==> src/rtl/dmem_arbiter.sv <==
// Two-master arbiter for a single-port synchronous data memory: VGA scanout has priority,
// but the CPU is guaranteed a slot after MAX_WAIT consecutive denied cycles.
module dmem_arbiter #(
  parameter int AW       = 32,
  parameter int DW       = 32,
  parameter int MAX_WAIT = 8
) (
  input  logic          clk,
  input  logic          reset,
  input  logic          cpu_req,
  input  logic          cpu_we,
  input  logic [AW-1:0] cpu_addr,
  input  logic [DW-1:0] cpu_wdata,
  output logic          cpu_gnt,
  output logic          cpu_rvalid,
  output logic [DW-1:0] cpu_rdata,
  input  logic          vga_req,
  input  logic [AW-1:0] vga_addr,
  output logic          vga_gnt,
  output logic          vga_rvalid,
  output logic [DW-1:0] vga_rdata,
  output logic          mem_we,
  output logic [AW-1:0] mem_addr,
  output logic [DW-1:0] mem_wdata,
  input  logic [DW-1:0] mem_rdata,
  output logic [15:0]   conflicts
);

  typedef enum logic [1:0] {OWN_NONE, OWN_CPU, OWN_VGA} owner_t;

  localparam logic [7:0] WAIT_MAX = 8'(MAX_WAIT);

  owner_t     owner;
  logic [7:0] wait_cnt;
  logic       starved;

  assign starved = (wait_cnt == WAIT_MAX);

  // Grants are gated by reset so nothing reaches the memory while reset is held.
  always_comb begin
    cpu_gnt = 1'b0;
    vga_gnt = 1'b0;
    if (!reset) begin
      cpu_gnt = cpu_req & (~vga_req | starved);
      vga_gnt = vga_req & ~cpu_gnt;
    end
  end

  always_comb begin
    mem_we    = 1'b0;
    mem_addr  = '0;
    mem_wdata = '0;
    if (cpu_gnt) begin
      mem_we    = cpu_we;
      mem_addr  = cpu_addr;
      mem_wdata = cpu_wdata;
    end else if (vga_gnt) begin
      mem_addr  = vga_addr;
    end
  end

  always_ff @(posedge clk or posedge reset) begin
    if (reset) begin
      owner     <= OWN_NONE;
      wait_cnt  <= '0;
      conflicts <= '0;
    end else begin
      if (cpu_gnt && !cpu_we)
        owner <= OWN_CPU;
      else if (vga_gnt)
        owner <= OWN_VGA;
      else
        owner <= OWN_NONE;

      if (cpu_req && !cpu_gnt)
        wait_cnt <= starved ? wait_cnt : wait_cnt + 8'd1;
      else
        wait_cnt <= '0;

      if (cpu_req && vga_req && conflicts != '1)
        conflicts <= conflicts + 16'd1;
    end
  end

  assign cpu_rvalid = (owner == OWN_CPU);
  assign vga_rvalid = (owner == OWN_VGA);
  assign cpu_rdata  = mem_rdata;
  assign vga_rdata  = mem_rdata;

endmodule

==> config.mk <==
export PLATFORM = sky130hd
export DESIGN_NAME = dmem_arbiter
export DESIGN_NICKNAME = d
export VERILOG_FILES = /design/src/rtl/dmem_arbiter.sv
export SDC_FILE = /design/constraint.sdc
export NUM_CORES = 1
export LEC_CHECK = 0
export CORE_AREA = 5 5 107 109
export CTS_CLUSTER_SIZE = 12
export DETAILED_ROUTE_END_ITERATION = 7
export DIE_AREA = 0 0 112 114
export PLACE_DENSITY_LB_ADDON = 0.2
export SLEW_MARGIN = 30
export SYNTH_ARGS = -nofsm -noshare
export SYNTH_HDL_FRONTEND = slang
export SYNTH_SLANG_ARGS = --single-unit
==> constraint.sdc <==
create_clock -name clk -period 3.4 [get_ports clk]
set_clock_uncertainty 0.05 [all_clocks]
set_input_delay 0.34 -clock clk [delete_from_list [all_inputs] [get_ports clk]]
set_output_delay 0.34 -clock clk [all_outputs]
set_load 0.01 [all_outputs]
==> impl_metrics.csv <==
group,metric,value,unit
run_status,status,"finished, final reports clean",
timing,rsz0062_at_grt,"no",
finish,nets,513,
route,drt_iter0_drc,102,
cts,cts_buffers,3,
die,start_util,22.8,%
cts,insertion_delay,0.27,ns
power,p_sw_share,30.2,%
finish,antenna_cells,0,
placement,place_congestion,0.756,
global_routing,grt_usage,15.8,%
power,peakVddDrop,166,µV
route,wl_per_cell,21.2,µm
worst_setup_path,reg2reg_slack,1.38,ns
worst_setup_path,timing.rr.end,"conflicts[1]",
finish,layout_commonest_cell,"clkdlybuf4s50_1",
timing,hold_viol,0,
finish,final_cells,516,
synthesis,yosysUniqueCellTypes,43,
synthesis,postSynthCellCount,261,
worst_setup_path,worstPathArrival,2.76,ns
worst_setup_path,r2r_cells,5,
timing,holdWs,0.501,ns
timing,timing.final.crit_share,92.7,%
finish,layout_common_cells,"clkdlybuf4s50_1, and2_1, a22o_1, dfrtp_1, xor2_1",
cts,hold_buffers,0,
power,power_frac_clock,23.0,%
synthesis,synth_area_leaders,"dfrtp_1, buf_4, a22o_1, and2_1, xor2_1",
synthesis,ys_warn_count,0,
cts,postCtsSetupBuffers,0,
power,leakage,1.59,nW
die,die_w,112,µm
route,wl,11000,µm
die,core,0.0105,mm²
placement,post-dp-hpwl,9210,µm
worst_setup_path,worstSetupEndpointType,"primary output",
die,io_pins,282,
global_routing,grt_pass1_vias,2411,
global_routing,antenna_found_initial,0,
synthesis,synth_nets,397,
worst_setup_path,r2r_start,"conflicts[0]",
route,final_antenna_net_count,0,
power,switching_power,342,µW
power,p_int,792,µW
cts,clk_pin_slew,0.10,ns
die,die_h,114,µm
timing,period_needed,3.15,ns
die,die-area,0.0128,mm²
synthesis,synth_top_area_share,27.2,%
finish,fin_util,37.8,%
synthesis,yosys.area.top_type,"dfrtp_1",
worst_hold_path,hold_class,"input pin to asynchronous set/reset pin",
synthesis,netlist_area,0.00239,mm²
worst_setup_path,cp_max_fo,75,
job,max_cap_viol_count,0,
global_routing,overflow,0,
worst_setup_path,critPathKind,"flop to primary output",
global_routing,grt_max_degree,76,
synthesis,ys.flop_type,"dfrtp_1",
timing,finalSetupViolCount,0,
synthesis,post_synth.cell_area_avg,9.17,µm²
die,rows,38,
cts,cts-root-buf,"clkbuf_8",
power,seqPwrFrac,36.9,%
synthesis,synthArstFlopShare,100,%
synthesis,ys_seq_elements,26,
route,vias,2302,
timing,fmax,0.317,GHz
cts,cts_tree,"done",
power,p_per_area,285,mW/mm²
cts,ctsResizeCount,0,
cts,htreeDepth,1,
timing,slew_headroom,69.6,%
cts,cts.sinks,26,
finish,synthToLayoutAreaGrowth,66.1,%
finish,drive_gt1_share,5.05,%
worst_setup_path,cp_data_required_time,3.01,ns
route,drc,0,
route,viasPerCell,4.46,
timing,maxSlewViolCount,0,
placement,io_buffers,185,
cts,clock_path_buffers,2,
synthesis,synth_seq_area_share,27.2,%
placement,placed_cells,512,
route,first_pass_iters,4,
global_routing,grt_pass1_wl,15200,µm
timing,worst_pin_slew,0.452,ns
worst_setup_path,start_kind,"flop",
timing,setup_tns,0,ns
synthesis,synth_edf_count,0,
power,pwr-share-comb,40.1,%
cell families (layout without fill, tap and decap cells):
family                     Yosys count  after routing  share of synthesized area [%]
adders and majority gates            3              3                           1.57
buffers and inverters               81            196                           24.1
xor gates and xnor gates            15             15                           5.80
DFF                                 26             26                           27.2
muxes                                4              4                           1.83
AOI/OAI and AO/OA                   45             45                           16.3
and+or+nand+nor                     87             87                           23.2
layout make-up:
cell class	instances	area, µm²
repair buffers	188	1890
clock inverters	1	30.0
inverters	4	15.0
fillers	1058	6530
clock buffers	3	41.3
multi-input cells	154	1180
well taps	140	175
flip-flops and latches	26	651
power groups by stage:
stage | combinational [mW] | clock (mW) | sequential, mW
after global placement | 0.456 | 0 | 0.424
after global routing | 0.493 | 0.283 | 0.430
after CTS | 0.463 | 0.271 | 0.418
after floorplan | 0.224 | 0 | 0.426
after detailed placement | 0.459 | 0 | 0.424
final | 0.455 | 0.261 | 0.419
sequential cells by signal, indices dropped and copies added (netlist names):
| signal | cells |
|---|---|
| wait_cnt | 8 |
| conflicts | 16 |
| owner | 2 |
synthesized netlist by cell type (all sizes together) (4+ instances only):
cell,number
nand3,10
xor2,12
clkbuf,5
a31oi,4
inv,4
a22o,32
nor2,5
nand2,5
dfrtp,26
nand4,5
nor4,4
buf,72
and2,33
nor3,10
per-layer routing:
layer  vias up  part of all wire, %  GRT usage, %
li1       1083                    -             -
met1      1076                   38          18.2
met2       139                   51          27.7
met3         4                   10          7.32
met4         0                 0.27          1.84
met5         -                    0             0
worst max-delay path by stage:
stage / start / end / slack (ns)
4_1_cts: wait_cnt[0] / mem_addr[1] / 0.13
5_1_grt: wait_cnt[0] / mem_addr[1] / 0.02
3_3_place_gp: cpu_req / mem_addr[1] / 0.52
6_report: wait_cnt[0] / mem_addr[1] / 0.25
2_1_floorplan: reset / mem_addr[22] / 1.19
3_5_place_dp: wait_cnt[0] / mem_addr[1] / 0.46
critical path, stage by stage (launching register included):
cell	delay, ns
dfrtp_1	0.42
inv_1	0.07
ha_1	0.16
nor4b_2	0.24
nand2_2	0.18
a211oi_4	0.31
buf_12	0.29
a22o_1	0.23
clkdlybuf4s50_1	0.56
metrics by stage:
stage | total power, mW | worst slack (ns) | cell area (µm²)
floorplan | 0.651 | 1.19 | 2390
global placement | 0.879 | 0.515 | 3900
detailed placement | 0.883 | 0.458 | 3900
CTS | 1.15 | 0.131 | 3970
global route | 1.21 | 0.0204 | 3980
finish | 1.13 | 0.247 | 3980
Note: power is estimated with default switching activity, not from simulation.
